**config.mk**
```make
export PLATFORM = sky130hd
export DESIGN_NAME = reg4_sequencer
export DESIGN_NICKNAME = d
export VERILOG_FILES = /design/src/rtl/reg4_seq_pkg.sv /design/src/rtl/reg4_strobe_dec.sv /design/src/rtl/reg4_sequencer.sv
export SDC_FILE = /design/constraint.sdc
export NUM_CORES = 1
export LEC_CHECK = 0
export CAP_MARGIN = 20
export CORE_UTILIZATION = 35
export CTS_CLUSTER_SIZE = 16
export DETAILED_ROUTE_END_ITERATION = 8
export PLACE_DENSITY = 0.7
export SLEW_MARGIN = 5
export SYNTH_ARGS = -nofsm -noshare
export SYNTH_HDL_FRONTEND = slang
export SYNTH_HIERARCHICAL = 1
export SYNTH_SLANG_ARGS = --single-unit
```
**constraint.sdc**
```tcl
create_clock -name clk -period 4.3 [get_ports clk]
set_clock_uncertainty 0.05 [all_clocks]
set_input_delay 0.86 -clock clk [delete_from_list [all_inputs] [get_ports clk]]
set_output_delay 0.86 -clock clk [all_outputs]
set_load 0.02 [all_outputs]
```
**src/rtl/reg4_seq_pkg.sv**
```systemverilog
// Shared types and defaults for the 4-bit register sequencer.
// Used by reg4_sequencer and reg4_strobe_dec.
package reg4_seq_pkg;

  localparam int DATA_W_DEF = 4;
  localparam int CNT_W_DEF  = 4;

  typedef enum logic [2:0] {
    OP_CLR  = 3'd0,
    OP_LOAD = 3'd1,
    OP_INC  = 3'd2,
    OP_DEC  = 3'd3,
    OP_SHR  = 3'd4,
    OP_SHL  = 3'd5,
    OP_ROR  = 3'd6,
    OP_ROL  = 3'd7
  } op_t;

  typedef enum logic [1:0] {
    S_IDLE = 2'd0,
    S_EXEC = 2'd1,
    S_DONE = 2'd2
  } state_t;

  // CLR and LOAD are single-shot; their repeat field is ignored.
  function automatic logic op_uses_cnt(input op_t op);
    return !(op == OP_CLR || op == OP_LOAD);
  endfunction

endpackage

```
**src/rtl/reg4_strobe_dec.sv**
```systemverilog
// Combinational decode of the latched opcode into the register's one-hot
// control strobes, serial fill bits and parallel load data.
module reg4_strobe_dec
  import reg4_seq_pkg::*;
#(
  parameter int DATA_W = DATA_W_DEF
) (
  input  logic              exec,
  input  logic              fire,
  input  op_t               op,
  input  logic [DATA_W-1:0] data,
  input  logic              q_lsb,
  input  logic              q_msb,
  output logic              reg_cl,
  output logic              reg_ld,
  output logic              reg_inc,
  output logic              reg_dec,
  output logic              reg_sr,
  output logic              reg_sl,
  output logic              reg_ir,
  output logic              reg_il,
  output logic [DATA_W-1:0] reg_in
);

  always_comb begin
    reg_cl  = 1'b0;
    reg_ld  = 1'b0;
    reg_inc = 1'b0;
    reg_dec = 1'b0;
    reg_sr  = 1'b0;
    reg_sl  = 1'b0;
    reg_ir  = 1'b0;
    reg_il  = 1'b0;
    if (fire) begin
      case (op)
        OP_CLR:  reg_cl  = 1'b1;
        OP_LOAD: reg_ld  = 1'b1;
        OP_INC:  reg_inc = 1'b1;
        OP_DEC:  reg_dec = 1'b1;
        OP_SHR:  reg_sr  = 1'b1;
        OP_SHL:  reg_sl  = 1'b1;
        // Rotates recirculate the bit that falls off the opposite edge.
        OP_ROR: begin
          reg_sr = 1'b1;
          reg_ir = q_lsb;
        end
        OP_ROL: begin
          reg_sl = 1'b1;
          reg_il = q_msb;
        end
        default: ;
      endcase
    end
  end

  genvar gi;
  generate
    for (gi = 0; gi < DATA_W; gi++) begin : g_in
      assign reg_in[gi] = exec & data[gi];
    end
  endgenerate

endmodule

```
**src/rtl/reg4_sequencer.sv**
```systemverilog
// Command-driven sequencer for the 4-bit multifunction register.
// Optional INC/DEC saturation stop is enabled by defining REG4_SEQ_SATURATE_EN.
module reg4_sequencer
  import reg4_seq_pkg::*;
#(
  parameter int DATA_W = DATA_W_DEF,
  parameter int CNT_W  = CNT_W_DEF
) (
  input  logic              clk,
  input  logic              rst,
  input  logic              cmd_valid,
  output logic              cmd_ready,
  input  logic [2:0]        cmd_op,
  input  logic [DATA_W-1:0] cmd_data,
  input  logic [CNT_W-1:0]  cmd_cnt,
  input  logic              abort,
  input  logic [DATA_W-1:0] reg_q,
  output logic              reg_cl,
  output logic              reg_ld,
  output logic              reg_inc,
  output logic              reg_dec,
  output logic              reg_sr,
  output logic              reg_sl,
  output logic              reg_ir,
  output logic              reg_il,
  output logic [DATA_W-1:0] reg_in,
  output logic              busy,
  output logic              done,
`ifdef REG4_SEQ_SATURATE_EN
  output logic              sat,
`endif
  output logic              aborted
);

  state_t             state_reg, state_next;
  logic [CNT_W-1:0]   remain_reg, remain_next;
  op_t                op_reg, op_next;
  logic [DATA_W-1:0]  data_reg, data_next;
  logic               aborted_reg, aborted_next;
  logic               sat_stop;

`ifdef REG4_SEQ_SATURATE_EN
  logic sat_reg, sat_next;

  assign sat_stop = (state_reg == S_EXEC) &&
                    (((op_reg == OP_INC) && (&reg_q)) ||
                     ((op_reg == OP_DEC) && !(|reg_q)));
  assign sat      = (state_reg == S_DONE) & sat_reg;
`else
  // Only the edge bits of reg_q matter without the saturation check.
  logic unused_q;
  assign unused_q = ^reg_q;
  assign sat_stop = 1'b0;
`endif

  always_comb begin
    state_next   = state_reg;
    remain_next  = remain_reg;
    op_next      = op_reg;
    data_next    = data_reg;
    aborted_next = aborted_reg;
`ifdef REG4_SEQ_SATURATE_EN
    sat_next     = sat_reg;
`endif
    case (state_reg)
      S_IDLE: begin
        if (cmd_valid) begin
          state_next   = S_EXEC;
          op_next      = op_t'(cmd_op);
          data_next    = cmd_data;
          remain_next  = op_uses_cnt(op_t'(cmd_op)) ? cmd_cnt : '0;
          aborted_next = 1'b0;
`ifdef REG4_SEQ_SATURATE_EN
          sat_next     = 1'b0;
`endif
        end
      end
      S_EXEC: begin
        if (sat_stop) begin
          state_next   = S_DONE;
          aborted_next = 1'b0;
`ifdef REG4_SEQ_SATURATE_EN
          sat_next     = 1'b1;
`endif
        end else if (remain_reg == '0 || abort) begin
          state_next   = S_DONE;
          // An abort landing on the final strobe finishes normally.
          aborted_next = abort && (remain_reg != '0);
        end else begin
          remain_next = remain_reg - CNT_W'(1);
        end
      end
      S_DONE:  state_next = S_IDLE;
      default: state_next = S_IDLE;
    endcase
  end

  always_ff @(posedge clk) begin
    if (rst) begin
      state_reg   <= S_IDLE;
      remain_reg  <= '0;
      op_reg      <= OP_CLR;
      data_reg    <= '0;
      aborted_reg <= 1'b0;
`ifdef REG4_SEQ_SATURATE_EN
      sat_reg     <= 1'b0;
`endif
    end else begin
      state_reg   <= state_next;
      remain_reg  <= remain_next;
      op_reg      <= op_next;
      data_reg    <= data_next;
      aborted_reg <= aborted_next;
`ifdef REG4_SEQ_SATURATE_EN
      sat_reg     <= sat_next;
`endif
    end
  end

  assign cmd_ready = (state_reg == S_IDLE);
  assign busy      = (state_reg != S_IDLE);
  assign done      = (state_reg == S_DONE);
  assign aborted   = done & aborted_reg;

  reg4_strobe_dec #(.DATA_W(DATA_W)) u_dec (
    .exec    (state_reg == S_EXEC),
    .fire    ((state_reg == S_EXEC) && !sat_stop),
    .op      (op_reg),
    .data    (data_reg),
    .q_lsb   (reg_q[0]),
    .q_msb   (reg_q[DATA_W-1]),
    .reg_cl  (reg_cl),
    .reg_ld  (reg_ld),
    .reg_inc (reg_inc),
    .reg_dec (reg_dec),
    .reg_sr  (reg_sr),
    .reg_sl  (reg_sl),
    .reg_ir  (reg_ir),
    .reg_il  (reg_il),
    .reg_in  (reg_in)
  );

endmodule

```
### Word-level counts from Yosys, hierarchy flattened

Cells that the tools add are included.

* register bits: 14
* output and inout bits: 16
* word-level logic and storage cells: 66

* add/subtract/negate cells: 1
* equal/unequal tests: 13
* mux-type cells: 26
* bitwise logic cells: 5
* reductions and logical operators: 16

Operators by type and width (count)
* $mux 1: 18
* $eq 3x3->1 const B: 4
* $mux 4: 3
* $pmux 4 s2: 1
* $eq 3x1->1 const B: 2
* $eq 3x2->1 const B: 2
* $logic_not 3->1: 2
* $ne 2x2->1 const B: 3
* $reduce_and 3->1: 2
* $and 1x1->1: 5
* $logic_not 4->1: 1
* $mux 2: 2
* $pmux 2 s2: 1
* $reduce_and 2->1: 2
* $reduce_bool 2->1: 2
* $reduce_bool 4->1: 1
* $reduce_or 2->1: 2
* $sub 4x1->4 const B: 1
* $eq 2x1->1 const B: 1
* $eq 2x2->1 const B: 1
* $logic_not 2->1: 1
* $logic_or 1x1->1: 2
* $pmux 1 s2: 1
* $logic_and 1x1->1: 1

### Logic depth before layout (Yosys ltp)

* depth after elaboration: 5
* depth in mapped cells: 6

### Cells and area by module

The synthesis kept the hierarchy.

Modules (own cells, without submodules)
* reg4_sequencer: times used 1, cells an instance 80, area an instance 655.6 um^2, sequential area each 280.3 um^2
* reg4_strobe_dec: times used 1, cells an instance 18, area an instance 102.6 um^2, sequential area each 0.0 um^2

### Worst setup path before layout

Ideal clock, no wire load.

* path type: reg2out
* from: register state_reg[1]
* to: output reg_cl
* data arrival time: 1.311 ns
* setup slack: 2.079 ns
* stages on the path, launching flop included: 6
* path buffers: 1
* cell sequence: dfxtp_1 > nand2b_1 > buf_6 > inv_1 > nand2b_4 > nor3_1

* word-level cells in the longest chain between the ends: 2

RTL lines
* from (decl): RTL line reg4_sequencer.sv:35 `state_t state_reg, state_next;`
* from (signal assigned): RTL line reg4_sequencer.sv:109 `state_reg <= state_next;`
* $eq 2x1->1: RTL line reg4_sequencer.sv:127 `.fire ((state_reg == S_EXEC) && !sat_stop),`
* $mux 1: RTL line reg4_strobe_dec.sv:34 `if (fire) begin`
* to (decl): RTL line reg4_sequencer.sv:18 `output logic reg_cl,`

Every way passes these cells.

### Final worst setup path

Same ends and word-level chain as after synthesis.

==> metrics.md <==
| Metric | Value |
|---|---|
| Post-synthesis register bit count | 14 |
| Clock slew at reported path FFs | 80 ps |
| Clk sinks | 14 |
| Worst path required time | 3390 ps |
| Actual slew at the worst max-slew pin | 666 ps |
| Data arrival time of the worst path | 2120 ps |
| Number of remaining DRC errors | 0 |
| Grt ovf | 0 |
| Tot GR Track Use | 16.4% |
| IR drop worst, VDD | 164 µV |
| Drt first pass iters | 4 |
| Crit path max fanout | 9 |
| Post-Syn Area | 758 µm² |
| Post-CTS sizing | 0 |
| Vias per cell | 4.91 |
| Cell Rows | 16 |
| CORE AREA | 0.00200 mm² |
| PwrDens | 279 mW/mm² |
| Root buf cell | clkbuf_4 |
| DRT iter0 DRCs | 15 |
| Nets | 153 |
| Syn-to-layout area delta | 47.7% |
| IO buf count | 32 |
| Setup violators final | 0 |
| H-tree Lvls | 1 |
| Setup TNS Final | 0 ps |
| Initial antenna violation count | 0 |
| Max-cap viol count | 0 |
| Die Y | 48.5 µm |
| # diodes | 0 |
| Initial Utilization | 37.9% |
| Setup Fix Bufs, Post-CTS | 0 |
| GP Congestion | 0.823 |
| Max Root-Sink Buffers | 2 |
| IO Pins | 35 |
| Static leakage | 0.000410 µW |
| Layout cells sized above 1 | 7.63% |
| Slowest stage delay, CP | 630 ps |
| Area post-placement | 0.00110 mm² |
| Vias in the first global route | 696 |
| Hold Buf Count CTS | 0 |
| Gate Count Post-Synth | 98 |
| Largest net degree at the start of global routing | 15 |
| Outcome | completed |
| HPWL after DPL | 1.32 mm |
| Via count | 776 |
| First-pass GRT wire length | 2.99 mm |
| Worst Setup Start Kind | flip-flop |
| Final worst slack | 1270 ps |
| RSZ-0062 raised after global routing | false |
| CTS tree | built |
| Synthesized area per cell | 7.74 µm² |
| CP Cell Sequence | nand2b_1, inv_1, nand2b_4, nor3_1, clkdlybuf4s50_1 |
| Setup WS pre-CTS | 1300 ps |
| Placed Instances | 155 |
| Die area | 0.00236 mm² |
| Insertion delay to the later sink of the worst-skew pair | 270 ps |
| Layout Cell Area excl Fill | 0.00112 mm² |
| Hold crit path type | flip-flop to flip-flop |
| Non-Filler Instances | 158 |
| Fin. Hold Viols | 0 |
| Die X | 48.5 µm |
| Slew headroom | 55.4% |
| Fin crit share | 70.4% |
| Tmin final | 3030 ps |
| CP Capture Type | primary output |
| Ys Warns | 6 |
| Total wire length | 1.79 mm |
| Yosys cell types | 28 |
| Final slew viol count | 0 |
| Total CTS buffers | 3 |
| Net count after synthesis | 118 |
| Achievable Freq | 330 MHz |
| Sequential-to-total area share from yosys stat | 37.0% |
| Core Util, Final | 55.9% |
| DR WL/cell | 11.3 µm |
| Final ANT Viol Nets | 0 |
| Critical path type | flip-flop to primary output |
| Critical-path cell with the highest stage delay | clkdlybuf4s50_1 |
kinds of logic after synthesis:
logic type | share of synthesized area, %
AO/OA/AOI/OAI | 19.5
XOR/XNOR | 1.16
adder cells (fa/ha/maj) | 1.65
buffers and inverters | 4.95
flip-flops | 37.0
AND/OR/NAND/NOR | 35.8
per-layer routing:
layer	up-vias	GRT usage, %	share of wire, %
li1	401	-	-
met2	19	28.2	48
met5	-	0	0
met3	2	2.83	3.1
met4	0	8.82	1.2
met1	354	19.3	48
cell usage in the layout, fill, tap and decap left out, types with 2 or more instances in the layout:
cell	n
nand3_1	3
a211oi_1	3
a211o_1	2
clkdlybuf4s50_1	32
inv_1	6
nand2b_1	2
nor2b_1	3
clkbuf_4	3
dfxtp_1	14
nor3_1	6
o21ai_0	4
and2_1	5
a21oi_1	8
nor2_1	10
nand2_1	17
path summary, 6_finish.rpt:
check	slack [ps]	from	cells past startpoint	to
worst max-delay path	1270	state_reg[1]$_SDFFE_PP0P_	5	reg_cl
worst min-delay path	400	data_reg[0]$_SDFFE_PP0P_	2	data_reg[0]$_SDFFE_PP0P_
worst max register to register	2570	remain_reg[0]$_SDFFE_PP0P_	6	remain_reg[0]$_SDFFE_PP0P_
worst min register to register	400	data_reg[0]$_SDFFE_PP0P_	2	data_reg[0]$_SDFFE_PP0P_
critical path, delay by kind of cell, from the launching register on:
family | cells | cell delay (ps)
buffers and inverters | 2 | 960
DFF | 1 | 340
and+or+nand+nor | 3 | 540
power breakdown:
group          switching, µW  internal, µW
combinational           46.4          45.2
sequential              8.70           140
clock                   39.4          32.4
total                   94.5           218
metrics by stage:
stage | hold WS, ps | total power, µW
floorplan | 382 | 208
global placement | 390 | 241
detailed placement | 393 | 243
CTS | 404 | 314
global route | 416 | 333
finish | 401 | 312
final cells by class:
class / instances / area (µm²)
sequential: 14 / 280
timing repair buffer: 32 / 320
fill: 206 / 882
tap: 27 / 33.8
multi-input combinational: 76 / 440
clock buffer: 3 / 22.5
inverter: 6 / 22.5
synthesized netlist by cell type, drive strengths merged:
library cell  instances  area, µm²
nand2                18       70.1
dfxtp                14        280
nor2                 10       37.5
a21oi                 9       48.8
nor3                  7       40.0
inv                   6       22.5
and2                  5       31.3
o21ai                 4       20.0
a211oi                3       22.5
nand2b                3       26.3
nand3                 3       15.0
nor2b                 3       18.8
a211o                 2       17.5
nor3b                 2       20.0
a22oi                 1       7.51
buf                   1       11.3
clkbuf                1       3.75
ha                    1       12.5
o32a                  1       22.5
o32ai                 1       8.76
or2                   1       6.26
or3                   1       6.26
xor2                  1       8.76
Note: power is estimated with default switching activity, not from simulation.
